===== src/rtl/sub_pkg.sv =====
// Shared types and constants for the two-stage borrow-lookahead subtractor.
package sub_pkg;

    localparam int DATA_W = 8;
    localparam int NIB_W  = 4;

    typedef logic [NIB_W-1:0] nib_t;

    // Contents of the stage-1 pipeline register: the untouched high-nibble
    // operands, the finished low-nibble difference and the borrow into bit 4.
    typedef struct packed {
        nib_t a_hi;
        nib_t b_hi;
        nib_t d_lo;
        logic br4;
    } s1_t;

endpackage


===== src/rtl/bla_nibble.sv =====
// 4-bit borrow-lookahead subtractor slice: d = a - b - bin.
// Every internal borrow is a flat sum of products of g/p/bin, so no borrow
// ripples through the slice. Group generate/propagate are exported so a
// higher-level lookahead can be built from several slices.
module bla_nibble
    import sub_pkg::*;
(
    input  nib_t a,
    input  nib_t b,
    input  logic bin,
    output nib_t d,
    output logic bout,
    output logic g_grp,
    output logic p_grp
);

    nib_t g_s;
    nib_t p_s;
    nib_t br_s;

    // A bit generates a borrow when a_i=0, b_i=1; it passes one on when a_i==b_i.
    assign g_s = ~a & b;
    assign p_s = ~(a ^ b);

    assign br_s[0] = bin;
    assign br_s[1] = g_s[0] | (p_s[0] & bin);
    assign br_s[2] = g_s[1] | (p_s[1] & g_s[0]) | (p_s[1] & p_s[0] & bin);
    assign br_s[3] = g_s[2] | (p_s[2] & g_s[1]) | (p_s[2] & p_s[1] & g_s[0])
                   | (p_s[2] & p_s[1] & p_s[0] & bin);

    assign g_grp = g_s[3] | (p_s[3] & g_s[2]) | (p_s[3] & p_s[2] & g_s[1])
                 | (p_s[3] & p_s[2] & p_s[1] & g_s[0]);
    assign p_grp = &p_s;

    assign bout = g_grp | (p_grp & bin);
    assign d    = a ^ b ^ br_s;

endmodule


===== src/rtl/borrow_lookahead_sub_pipe.sv =====
// Two-stage pipelined 8-bit subtractor, diff = a - b - bin, with valid/ready
// handshake on both sides. Stage 1 resolves the low nibble and the borrow into
// bit 4; stage 2 resolves the high nibble, borrow out, zero and signed overflow.
// Optional feature: define SUB_SAT_EN to clamp diff to 0 on unsigned underflow
// (zero then reads 1; bout and ovf still describe the raw result).
module borrow_lookahead_sub_pipe
    import sub_pkg::*;
(
    input  logic       clk,
    input  logic       rst,
    input  logic       in_valid,
    output logic       in_ready,
    input  logic [7:0] a,
    input  logic [7:0] b,
    input  logic       bin,
    output logic       out_valid,
    input  logic       out_ready,
    output logic [7:0] diff,
    output logic       bout,
    output logic       zero,
    output logic       ovf
);

    logic        adv1_s;
    logic        adv2_s;
    logic        load1_s;
    logic        load2_s;

    nib_t        d_lo_s;
    logic        br4_s;
    nib_t        d_hi_s;
    logic        br8_s;
    logic        lo_g_s;
    logic        lo_p_s;
    logic        hi_g_s;
    logic        hi_p_s;
    logic        unused_gp_s;

    s1_t         s1_next_s;
    logic [7:0]  raw_diff_s;
    logic [7:0]  diff_next_s;
    logic        zero_next_s;
    logic        ovf_next_s;

    logic        s1_valid_r;
    s1_t         s1_r;
    logic        s2_valid_r;
    logic [7:0]  diff_r;
    logic        bout_r;
    logic        zero_r;
    logic        ovf_r;

    // No skid buffer: a stage may advance when it is empty or its successor advances.
    assign adv2_s   = ~s2_valid_r | out_ready;
    assign adv1_s   = ~s1_valid_r | adv2_s;
    assign in_ready = adv1_s;
    assign load1_s  = in_valid & adv1_s;
    assign load2_s  = s1_valid_r & adv2_s;

    bla_nibble u_lo (
        .a     (a[3:0]),
        .b     (b[3:0]),
        .bin   (bin),
        .d     (d_lo_s),
        .bout  (br4_s),
        .g_grp (lo_g_s),
        .p_grp (lo_p_s)
    );

    bla_nibble u_hi (
        .a     (s1_r.a_hi),
        .b     (s1_r.b_hi),
        .bin   (s1_r.br4),
        .d     (d_hi_s),
        .bout  (br8_s),
        .g_grp (hi_g_s),
        .p_grp (hi_p_s)
    );

    // Group terms are not needed at this width; the slice bouts already use them.
    assign unused_gp_s = lo_g_s ^ lo_p_s ^ hi_g_s ^ hi_p_s;

    assign s1_next_s  = {a[7:4], b[7:4], d_lo_s, br4_s};
    assign raw_diff_s = {d_hi_s, s1_r.d_lo};

    // Stage-2 result terms; overflow always reflects the unsaturated difference.
    always_comb begin
        ovf_next_s  = (s1_r.a_hi[3] != s1_r.b_hi[3]) & (raw_diff_s[7] != s1_r.a_hi[3]);
        diff_next_s = raw_diff_s;
        zero_next_s = (raw_diff_s == 8'h00);
`ifdef SUB_SAT_EN
        if (br8_s) begin
            diff_next_s = 8'h00;
            zero_next_s = 1'b1;
        end else begin
            diff_next_s = raw_diff_s;
            zero_next_s = (raw_diff_s == 8'h00);
        end
`endif
    end

    // Stage 1: capture the low-nibble result and high-nibble operands.
    always_ff @(posedge clk or posedge rst) begin
        if (rst) begin
            s1_valid_r <= 1'b0;
            s1_r       <= '0;
        end else begin
            if (adv1_s) begin
                s1_valid_r <= in_valid;
            end
            if (load1_s) begin
                s1_r <= s1_next_s;
            end
        end
    end

    // Stage 2: capture the full result and flags; holds while stalled.
    always_ff @(posedge clk or posedge rst) begin
        if (rst) begin
            s2_valid_r <= 1'b0;
            diff_r     <= 8'h00;
            bout_r     <= 1'b0;
            zero_r     <= 1'b0;
            ovf_r      <= 1'b0;
        end else begin
            if (adv2_s) begin
                s2_valid_r <= s1_valid_r;
            end
            if (load2_s) begin
                diff_r <= diff_next_s;
                bout_r <= br8_s;
                zero_r <= zero_next_s;
                ovf_r  <= ovf_next_s;
            end
        end
    end

    assign out_valid = s2_valid_r;
    assign diff      = diff_r;
    assign bout      = bout_r;
    assign zero      = zero_r;
    assign ovf       = ovf_r;

endmodule

===== config.mk =====
export PLATFORM = sky130hd
export DESIGN_NAME = borrow_lookahead_sub_pipe
export DESIGN_NICKNAME = d
export VERILOG_FILES = /design/src/rtl/sub_pkg.sv /design/src/rtl/bla_nibble.sv /design/src/rtl/borrow_lookahead_sub_pipe.sv
export SDC_FILE = /design/constraint.sdc
export NUM_CORES = 1
export LEC_CHECK = 0
export CAP_MARGIN = 15
export CORE_MARGIN = 2
export CORE_UTILIZATION = 42
export DETAILED_ROUTE_END_ITERATION = 7
export PLACE_DENSITY_LB_ADDON = 0.2
export SLEW_MARGIN = 10
export SYNTH_ARGS = -nofsm -noshare
export SYNTH_HDL_FRONTEND = slang
export SYNTH_SLANG_ARGS = --single-unit

===== constraint.sdc =====
create_clock -name clk -period 2.7 [get_ports clk]
set_clock_uncertainty 0.05 [all_clocks]
set_input_delay 0.54 -clock clk [delete_from_list [all_inputs] [get_ports clk]]
set_output_delay 0.54 -clock clk [all_outputs]
set_load 0.1 [all_outputs]

==> reports/metrics.cfg <==
[grt]
grtUsageMet3_pct=1.92
antenna_found_initial=0
first_global_vias=937
gr-usage-met1_pct=16.6
grt_util_met2_pct=26.1
grt_overflow=0
busiest_layer=met2
grt_pass1_wl_microns=3910
grt_usage_pct=14.2
grt_max_degree=27

[critical_path]
ff2ff_path_depth=6
startpoint_type=input port
crit_buf_inv=2
r2r_start=s1_r[9]$_DFFE_PP0P_
cp_max_fo=3
critical_path_class=input port to primary output
slowest_stage=clkdlybuf4s50_1
cp.depth=3
critPathCaptureType=primary output
path_cells=clkdlybuf4s50_1 -> nand3b_2 -> buf_12
regToRegSetupSlack_ps=970
crit_path_max_incr_delay_ps=410
cp_top_family=buffers and inverters
r2r_end=zero$_DFFE_PP0P_
arrival_ps=1450
required_ps=2110
crit_start=out_ready
endpoint=in_ready

[final_layout]
drive_above_1_share_pct=27.2
seq_area_sq_um=651
diodes=0
fin_nets=180
area_delta_synth_final_pct=28.9
final_common_cell=dfrtp_1
multiInputGateArea_sq_um=631
num-fill-cells=278
fin_area_sq_um=1740
final_cell_mix=dfrtp_1 (26), clkdlybuf4s50_1 (20), inv_1 (13), buf_4 (13), mux2_2 (12)

[clocking]
ctsLongestPathBuffers=2
cts_made_buffers=3
cts_tree=yes
clk_pin_slew_ps=140
cts-root-buf=clkbuf_4
cts_hold_buf=0
clk_latency_ps=320
clock-sinks=26
h-tree-depth=1
post-cts-setup-buffer-count=0
cts.repair.resized=0

[route]
drt_iter0_markers=14
wl_microns=2250
wl_per_cell_microns=11.8
num_vias=915
drt_pass1_iterations=4
drc=0
ant_nets=0
avgViaCountPerCell=4.79

[sta]
period_needed_ps=2040
slew_violations=0
relSlewSlack_pct=79.2
finalHoldViolations=0
finalSetupViolCount=0
tns_ps=0
max_clock_freq_ghz=0.489
post-route-period-util_pct=75.7
rsz0062_at_grt=no
worst_slack_ps=656
worst_pin_slew_ps=310

[floorplan]
ioPinCount=34
fp-row-count=20
initial_core_util_pct=44.2
die-area_sq_um=3680
chipWidth_microns=60.7
die_h_microns=60.7
core-area_sq_um=3050

[synth]
synth-edff-count=0
ys_ff_latch=26
ys_warn_count=0
syn_nets=143
syn_avg_cell_area_sq_um=12.2
async_flop_share_pct=100
netlist_area_sq_um=1350
synth-main-ff-cell=dfrtp_1
netlist_instances=111
synth_seq_area_share_pct=48.2
yosysUniqueCellTypes=30

[pwr]
peakVddDrop_mv=0.380
power_density_nw_per_um2=929
leakage_nw=0.818

[placed_design]
placed_area_sq_um=1700
pre_cts_ws_ps=443
place.gp.congestion=0.731
hpwl_microns=1780
io_buffers=33

[run_status]
status=completed

[job]
maxCapViolations=0

[hold_path]
hold_class=register to register

-- per-layer routing --
metal / vias up / routed length (microns)
met2: 23 / 1140
met5: - / 0
li1: 449 / -
met4: 0 / 12
met1: 441 / 1010
met3: 2 / 83
-- layout make-up --
type	instances	area share [%]
flip-flops and latches	26	37.4
multi-input cells	70	36.3
inverters	13	2.81
well taps	44	3.17
clock buffers	4	2.09
repair buffers	34	18.3
-- where the power goes --
| group | switching, mW | total [mW] | internal [mW] | leakage [nW] |
|---|---|---|---|---|
| combinational | 0.629 | 0.875 | 0.246 | 0.487 |
| clock | 0.114 | 0.196 | 0.0824 | 0.0210 |
| sequential | 0.0604 | 0.545 | 0.485 | 0.310 |
| total | 0.803 | 1.62 | 0.813 | 0.818 |
-- flip-flops by register name (all words and copies together) (netlist names) --
name	flops
bout	1
diff	8
s1_r	9
out_valid	1
diff_next_s	4
s1_valid_r	1
zero	1
ovf	1
-- cells in the mapped netlist, types with 2 or more instances --
library cell	count	area, sq um
mux2_4	2	30.0
nand2_1	7	26.3
nand2b_1	2	12.5
ha_1	9	113
a21oi_1	3	15.0
xnor2_1	5	43.8
o21ai_0	7	35.0
mux2_2	12	135
dfrtp_1	26	651
inv_1	13	48.8
a211oi_1	3	22.5
a21o_1	2	15.0
xor2_1	2	17.5
fa_1	2	40.0
-- worst reg2reg max path, stage by stage, from the launching register on --
cell and delay, ps:
dfrtp_1 420, inv_1 80, ha_1 310, a211oi_2 260, o21bai_2 130, xor2_1 170, a32o_1 220
-- worst min-delay path by stage --
stage                                           from                    endpoint  slack (ps)  cells after the start
after floorplan           diff_next_s[3]$_DFFE_PP0P_  diff_next_s[3]$_DFFE_PP0P_         420                      2
after global placement           diff[7]$_DFFE_PP0P_         diff[7]$_DFFE_PP0P_         420                      2
after detailed placement         diff[6]$_DFFE_PP0P_         diff[6]$_DFFE_PP0P_         430                      2
after CTS                        diff[6]$_DFFE_PP0P_         diff[6]$_DFFE_PP0P_         470                      2
after global routing                 ovf$_DFFE_PP0P_             ovf$_DFFE_PP0P_         490                      2
final                            diff[6]$_DFFE_PP0P_         diff[6]$_DFFE_PP0P_         450                      2
-- kinds of logic (layout without fill, tap and decap cells) --
family / after synthesis / count (layout) / share of synthesized area [%]
AO/OA/AOI/OAI: 22 / 22 / 11.5
multiplexers: 14 / 14 / 12.2
flip-flops: 26 / 26 / 48.2
buffers and inverters: 15 / 51 / 5.01
AND/OR/NAND/NOR: 16 / 16 / 7.14
XOR/XNOR: 7 / 7 / 4.55
adder cells (fa/ha/maj): 11 / 11 / 11.3
-- per-stage QoR --
step	hold slack (ps)	total power, mW	utilization (%)	std cells
floorplan	416	1.24	-	111
global placement	416	1.42	55.8	187
detailed placement	433	1.44	55.8	187
CTS	465	1.63	57.0	191
global route	493	1.71	57.0	191
finish	451	1.62	57.0	191
No activity file was read; power rests on OpenSTA's default activity.
